`config.mk`:
```
export PLATFORM = sky130hd
export DESIGN_NAME = vga_sync_gen
export DESIGN_NICKNAME = d
export VERILOG_FILES = /design/src/rtl/pong_pkg.sv /design/src/rtl/vga_pix_div.sv /design/src/rtl/vga_sync_gen.sv
export SDC_FILE = /design/constraint.sdc
export NUM_CORES = 1
export LEC_CHECK = 0
export BUFFER_PORTS_ARGS = -buffer_cell sky130_fd_sc_hd__buf_2
export CAP_MARGIN = 20
export CORE_MARGIN = 2
export CORE_UTILIZATION = 58
export CTS_BUF_LIST = sky130_fd_sc_hd__clkbuf_4 sky130_fd_sc_hd__clkbuf_8
export DETAILED_ROUTE_END_ITERATION = 8
export GPL_TIMING_DRIVEN = 1
export HOLD_SLACK_MARGIN = 0.03
export MAX_ROUTING_LAYER = met4
export PLACE_DENSITY = 0.93
export RECOVER_POWER = 25
export SLEW_MARGIN = 30
export SYNTH_ARGS = -nofsm -noshare
export SYNTH_HDL_FRONTEND = slang
export SYNTH_HIERARCHICAL = 1
export SYNTH_SLANG_ARGS = --single-unit
```
`constraint.sdc`:
```
create_clock -name clock -period 3.45 [get_ports clock]
set_input_delay 0.345 -clock clock [delete_from_list [all_inputs] [get_ports clock]]
set_output_delay 0.345 -clock clock [all_outputs]
set_load 0.01 [all_outputs]
```
`src/rtl/pong_pkg.sv`:
```
// Shared geometry for the Pong display path: raster timing used by the
// sync generator and the screen size used by the ball logic.
package pong_pkg;

  // System clocks per pixel slot (2 = 50 MHz board clock).
  localparam int VGA_CLK_DIV = 2;

  // Horizontal timing in pixels.
  localparam int VGA_H_VIS   = 640;
  localparam int VGA_H_FP    = 16;
  localparam int VGA_H_SYNC  = 96;
  localparam int VGA_H_BP    = 48;
  localparam int VGA_H_TOTAL = VGA_H_VIS + VGA_H_FP + VGA_H_SYNC + VGA_H_BP;

  // Vertical timing in lines.
  localparam int VGA_V_VIS   = 400;
  localparam int VGA_V_FP    = 12;
  localparam int VGA_V_SYNC  = 2;
  localparam int VGA_V_BP    = 35;
  localparam int VGA_V_TOTAL = VGA_V_VIS + VGA_V_FP + VGA_V_SYNC + VGA_V_BP;

  // Sync active levels for 640x400 @ 70 Hz: hsync low, vsync high.
  localparam bit VGA_H_POL = 1'b0;
  localparam bit VGA_V_POL = 1'b1;

  // Playfield size seen by Ball_position.
  localparam int SCREEN_W = VGA_H_VIS;
  localparam int SCREEN_H = VGA_V_VIS;

  // True when v lies in the half-open window [lo, lo+len).
  function automatic logic in_span(input int v, input int lo, input int len);
    return (v >= lo) && (v < lo + len);
  endfunction

endpackage

```
`src/rtl/vga_pix_div.sv`:
```
// Pixel-slot clock enable: one pulse every CLK_DIV system clocks.
module vga_pix_div #(
  parameter int CLK_DIV = 2
) (
  input  logic i_clk,
  input  logic i_srst,
  output logic o_pix_en
);

  generate
    if (CLK_DIV <= 1) begin : g_passthru
      // System clock already runs at the pixel rate.
      assign o_pix_en = 1'b1;
    end else begin : g_div
      localparam int W = $clog2(CLK_DIV);
      localparam logic [W-1:0] DIV_LAST = W'(CLK_DIV - 1);

      logic [W-1:0] r_div;

      // Modulo-CLK_DIV counter; the enable fires on its last count.
      always_ff @(posedge i_clk) begin
        if (i_srst) begin
          r_div <= '0;
        end else if (r_div == DIV_LAST) begin
          r_div <= '0;
        end else begin
          r_div <= r_div + 1'b1;
        end
      end

      assign o_pix_en = (r_div == DIV_LAST);
    end
  endgenerate

endmodule

```
`src/rtl/vga_sync_gen.sv`:
```
// Raster timing generator and pixel output stage for the Pong display.
// Scan counters feed Ball_position; the returned draw_ball strobe is one
// slot late, so sync and display enable are delayed by one slot to match.
module vga_sync_gen
  import pong_pkg::*;
#(
  parameter int CLK_DIV = VGA_CLK_DIV,
  parameter int H_VIS   = VGA_H_VIS,
  parameter int H_FP    = VGA_H_FP,
  parameter int H_SYNC  = VGA_H_SYNC,
  parameter int H_BP    = VGA_H_BP,
  parameter int V_VIS   = VGA_V_VIS,
  parameter int V_FP    = VGA_V_FP,
  parameter int V_SYNC  = VGA_V_SYNC,
  parameter int V_BP    = VGA_V_BP,
  parameter bit H_POL   = VGA_H_POL,
  parameter bit V_POL   = VGA_V_POL
) (
  input  logic       clock,
  input  logic       reset,
  input  logic       draw_ball,
  output logic [9:0] CounterX,
  output logic [8:0] CounterY,
  output logic       inDisplayArea,
  output logic       calc_start,
  output logic       vga_h_sync,
  output logic       vga_v_sync,
  output logic       vga_R,
  output logic       vga_G,
  output logic       vga_B
);

  localparam int H_TOTAL = H_VIS + H_FP + H_SYNC + H_BP;
  localparam int V_TOTAL = V_VIS + V_FP + V_SYNC + V_BP;

  localparam logic [9:0] X_LAST = 10'(H_TOTAL - 1);
  localparam logic [8:0] Y_LAST = 9'(V_TOTAL - 1);
  // First blank line: moving the ball here never tears the visible frame.
  localparam logic [8:0] Y_CALC = 9'(V_VIS);

  logic       w_pix_en;
  logic       w_de;
  logic       w_hs_raw;
  logic       w_vs_raw;
  logic [9:0] r_x;
  logic [8:0] r_y;
  logic       r_hs;
  logic       r_vs;
  logic       r_rgb;

  vga_pix_div #(
    .CLK_DIV (CLK_DIV)
  ) u_pix_div (
    .i_clk    (clock),
    .i_srst   (reset),
    .o_pix_en (w_pix_en)
  );

  // Scan counters: X sweeps a line, Y steps when X wraps; both wrap together
  // on the last pixel of the frame.
  always_ff @(posedge clock) begin
    if (reset) begin
      r_x <= '0;
      r_y <= '0;
    end else if (w_pix_en) begin
      if (r_x == X_LAST) begin
        r_x <= '0;
        r_y <= (r_y == Y_LAST) ? '0 : r_y + 1'b1;
      end else begin
        r_x <= r_x + 1'b1;
      end
    end
  end

  assign w_de     = (int'(r_x) < H_VIS) && (int'(r_y) < V_VIS);
  assign w_hs_raw = in_span(int'(r_x), H_VIS + H_FP, H_SYNC);
  assign w_vs_raw = in_span(int'(r_y), V_VIS + V_FP, V_SYNC);

  // Output stage: one slot behind the counters so draw_ball lines up;
  // blanking forces black regardless of draw_ball.
  always_ff @(posedge clock) begin
    if (reset) begin
      r_hs  <= ~H_POL;
      r_vs  <= ~V_POL;
      r_rgb <= 1'b0;
    end else if (w_pix_en) begin
      r_hs  <= w_hs_raw ? H_POL : ~H_POL;
      r_vs  <= w_vs_raw ? V_POL : ~V_POL;
      r_rgb <= w_de & draw_ball;
    end
  end

  assign calc_start    = w_pix_en && (r_x == '0) && (r_y == Y_CALC);
  assign CounterX      = r_x;
  assign CounterY      = r_y;
  assign inDisplayArea = w_de;
  assign vga_h_sync    = r_hs;
  assign vga_v_sync    = r_vs;
  assign vga_R         = r_rgb;
  assign vga_G         = r_rgb;
  assign vga_B         = r_rgb;

endmodule

```
; ---- Word level (Yosys, flattened, before mapping)
; Cells that the tools add are included.
[totals]
word_cells = 31
ff_bits = 23
output_inout_bits = 26
in_bits = 3
[classes]
n_lt_le_gt_ge = 6
reduce_logical = 8
n_eq_ne = 3
muxes = 4
addsub = 3
bitwise = 1
[op_table]
columns = operator, n
row1 = $lt A10 B10 Y1 const B, 2
row2 = $eq A9 B9 Y1 const B, 2
row3 = $lt A9 B9 Y1 const B, 2
row4 = $add A10 B1 Y10 const B, 1
row5 = $eq A10 B10 Y1 const B, 1
row6 = $ge A10 B10 Y1 const B, 1
row7 = $logic_not A10 Y1, 1
row8 = $mux W10, 1
row9 = $add A9 B1 Y9 const B, 1
row10 = $ge A9 B9 Y1 const B, 1
row11 = $mux W9, 1
row12 = $logic_and A1 B1 Y1, 5
row13 = $mux W1, 2
row14 = $reduce_and A2 Y1, 1
row15 = $reduce_or A2 Y1, 1
row16 = $add A1 B1 Y1 const B, 1
row17 = $and A1 B1 Y1, 1

; ---- Logic depth before layout (Yosys ltp)
[logic_depth]
word_depth = 3
depth_mapped = 7
depth_no_buf = 6

; ---- Cells and area by module
; The synthesis kept the hierarchy.
[by_module_without_submodules]
columns = mod, seq_area_each_um2, instances, cells_per_inst, area_each_um2
row1 = vga_sync_gen, 440.4, 1, 130, 1146.1
row2 = vga_pix_div, 20.0, 1, 2, 23.8

; ---- Least setup slack after synthesis
; No wires, ideal clock.
[synth_path]
kind = flip-flop to output port
start = register r_x[0] (netlist: CounterX[0])
end = output port calc_start
required_time_ns = 3.105
t_arrival_ns = 1.471
stages_incl_launch_ff = 6
n_path_buf = 0
setup_slack_ns = 1.634
cell_sequence = dfxtp_1 -> inv_1 -> ha_1 -> or4b_2 -> nor4_1 -> and3_1
[synth_between]
elab_chain_cells = 3
[synth_rtl]
columns = element, line_no
row1 = "start, declared", vga_sync_gen.sv:45  ; logic [9:0] r_x;
row2 = "start signal, assigned", vga_sync_gen.sv:70  ; r_x <= r_x + 1'b1;
row3 = $logic_not A10 Y1, vga_sync_gen.sv:93  ; assign calc_start = w_pix_en && (r_x == '0) && (r_y == Y_CALC);
row4 = $logic_and A1 B1 Y1 (2 in a row), vga_sync_gen.sv:93
row5 = "end, declared", vga_sync_gen.sv:25  ; output logic calc_start,
; No other way between the ends.

; ---- Final worst setup path
; Ends and elaborated chain as after synthesis.

==> impl_metrics.ini <==
[grt]
antenna_found_initial = 0
grt_max_degree = 17
grt_pass1_wl_um = 4300
grt_use_total_pct = 23.5
overflow = 0
grt_pass1_vias = 992

[yosys]
synth_ff_type = dfxtp_1
synthCells = 132
yosys.area.top_type_share_pct = 39.4
yosys.area.top_type = dfxtp_1
async_flop_share_pct = 0
ys_top_cells_by_area = dfxtp_1 39%, xor2_1 6.0%, ha_1 4.3%
yosysWarnings = 6
ys_types = 34
synth_seq_cells = 23
synth_edf_count = 0
yosysSeqAreaShare_pct = 39.4
syn_avg_cell_area_um2 = 8.86
synth_area_um2 = 1170
syn_nets = 139

[hold_path]
hp-class = input pin to flop

[timing]
rsz0062_at_grt = false
fmax_ghz = 0.439
layout_setup_ws_ns = 1.17
drv_slew = 0
setup_viol = 0
finalCritPeriodShare_pct = 66.1
tightest_slew_ns = 0.605
fin_setup_tns_ns = 0
relSlewSlack_pct = 59.6
min_period_ns = 2.28
finalHoldViolCount = 0
fin_hold_ws_ns = 0.296
finalClockSkew_ns = 0.00314

[route]
drtPass1Iterations = 4
wirelength_um = 2580
drt_iter0_drc = 26
drt-vias-per-instance = 5.99
drtAntennaViolNets = 0
via_count = 1108
drt-wirelength-per-cell_um = 13.9
drc = 0

[clock_tree]
cts_hold_buf = 0
post-cts-setup-buffers = 0
cts_buffer_depth = 2
cts-htree-levels = 1
cts_buffers = 3
clock-sinks = 23
clock_latency_ns = 0.31
path_clk_slew_ns = 0.13
root_buffer = clkbuf_4
cts_tree = built
cts_resized = 0

[finish]
nFillCells = 170
post_route_cells_drive_above_1_share_pct = 18.4
nets = 166
area_growth_pct = 13.4
diodes = 0

[die]
rows = 16
dieArea_um2 = 2390
ios = 29
start_util_pct = 60.9
core_area_um2 = 1920
die_h_um = 48.9
die_w_um = 48.9

[pwr]
powerDensity_nw_per_um2 = 321
p_switching_mw = 0.101
pwr-share-comb_pct = 5.6
p_clk_share_pct = 29.3
intPower_mw = 0.324
max-vdd-ir-drop_v = 0.000233
pwr-share-seq_pct = 65.1
sw_frac_of_total_pct = 23.8
p_leak_nw = 0.526

[critical_path]
cp-endpoint = calc_start
r2r_slack_ns = 1.48
r2r-start = CounterX[1]
worstSetupPathType = flop to primary output
startpoint_type = flop
r2r-end = CounterY[0]
cp.arrival_ns = 1.93
end_kind = primary output
reg2regPathDepth = 5
cp.required_ns = 3.11
path_max_fanout = 5
startpoint = CounterX[0]

[placement]
hpwlAfterDp_um = 1800
port_buffers = 28
dpl_worst_slack_ns = 1.51
gp_congestion = 0.864

[outcome]
status = completed

[run]
maxCapViolations = 0
-- cells by family (layout without fill, tap and decap cells) --
group | count (synthesis) | in the layout | synth area share (%)
buffers and inverters | 11 | 37 | 4.60
and+or+nand+nor | 64 | 64 | 33.4
AOI/OAI and AO/OA | 18 | 18 | 9.41
DFF | 23 | 23 | 39.4
adders and majority gates | 4 | 4 | 4.28
xor gates and xnor gates | 12 | 12 | 8.98
-- metal layers --
metal,wire [µm],track usage [%],up-vias
met5,0,-,-
met4,42,10.0,0
met3,162,3.99,7
met2,1230,36.5,45
met1,1150,30.3,518
li1,-,-,538
-- worst max-delay path: stages, from the launching register on --
cell and delay (ns):
dfxtp_1 0.38, inv_1 0.07, ha_1 0.13, or4b_2 0.57
nor4_1 0.16, and3_1 0.18, buf_2 0.13
-- sequential cells by signal, summed over array words and instances, names as in the netlist --
name and count:
vga_B 1, CounterX 10, CounterY 9, vga_h_sync 1, u_pix_div/o_pix_en 1, vga_v_sync 1
-- layout by cell type (no fill, tap or decap), types with 2 or more instances in the layout --
| master | Yosys | routed |
|---|---|---|
| xnor2_1 | 4 | 4 |
| nand3_1 | 9 | 9 |
| or3_1 | 4 | 4 |
| inv_1 | 5 | 5 |
| nand4_1 | 5 | 5 |
| clkbuf_1 | 2 | 7 |
| o31ai_1 | 2 | 2 |
| a21oi_1 | 8 | 8 |
| nor3b_1 | 2 | 2 |
| buf_2 | 1 | 21 |
| nand2b_1 | 3 | 3 |
| xor2_1 | 8 | 8 |
| clkbuf_4 | 0 | 3 |
| ha_1 | 4 | 4 |
| nand2_1 | 7 | 7 |
| or4_1 | 2 | 2 |
| dfxtp_1 | 23 | 23 |
| o21ai_0 | 4 | 4 |
| and3_1 | 5 | 5 |
| nor3_1 | 7 | 7 |
| and4_1 | 4 | 4 |
| nor2_1 | 8 | 8 |
-- power groups by stage --
stage / logic [mW] / clock network, mW / registers (mW)
final: 0.0239 / 0.125 / 0.277
after global routing: 0.0268 / 0.138 / 0.278
after CTS: 0.0250 / 0.127 / 0.276
after detailed placement: 0.0246 / 0 / 0.282
after global placement: 0.0242 / 0 / 0.281
after floorplan: 0.0175 / 0 / 0.281
-- how the worst min path moves through the flow --
stage	startpoint	to	slack (ns)	cells after the start
floorplan	reset	u_pix_div/o_pix_en	0.41	1
global placement	vga_h_sync	vga_h_sync	0.46	2
detailed placement	vga_h_sync	vga_h_sync	0.48	2
CTS	draw_ball	vga_B	0.30	3
global route	draw_ball	vga_B	0.29	3
finish	draw_ball	vga_B	0.30	3
-- per-stage QoR --
step	power, mW	area [µm²]	instances	utilization [%]
floorplan	0.299	1170	132	-
global placement	0.306	1310	181	68.1
detailed placement	0.307	1310	181	68.1
CTS	0.429	1340	185	69.5
global route	0.442	1330	185	69.0
finish	0.425	1330	185	69.0
-- cell type report --
| type | count | area [µm²] | area share [%] |
|---|---|---|---|
| Clock inverter | 1 | 5.00 | 0.377 |
| Inverter | 5 | 18.8 | 1.42 |
| Sequential cell | 23 | 460 | 34.7 |
| Tap cell | 27 | 33.8 | 2.55 |
| Timing Repair Buffer | 28 | 131 | 9.91 |
| Multi-Input combinational cell | 98 | 654 | 49.3 |
| Clock buffer | 3 | 22.5 | 1.70 |
-- Yosys cell counts, types with 5 or more instances --
cell	number
nor2_1	8
a21oi_1	8
inv_1	5
nand3_1	9
dfxtp_1	23
nand2_1	7
xor2_1	8
and3_1	5
nor3_1	7
nand4_1	5
No activity file was read; power rests on OpenSTA's default activity.
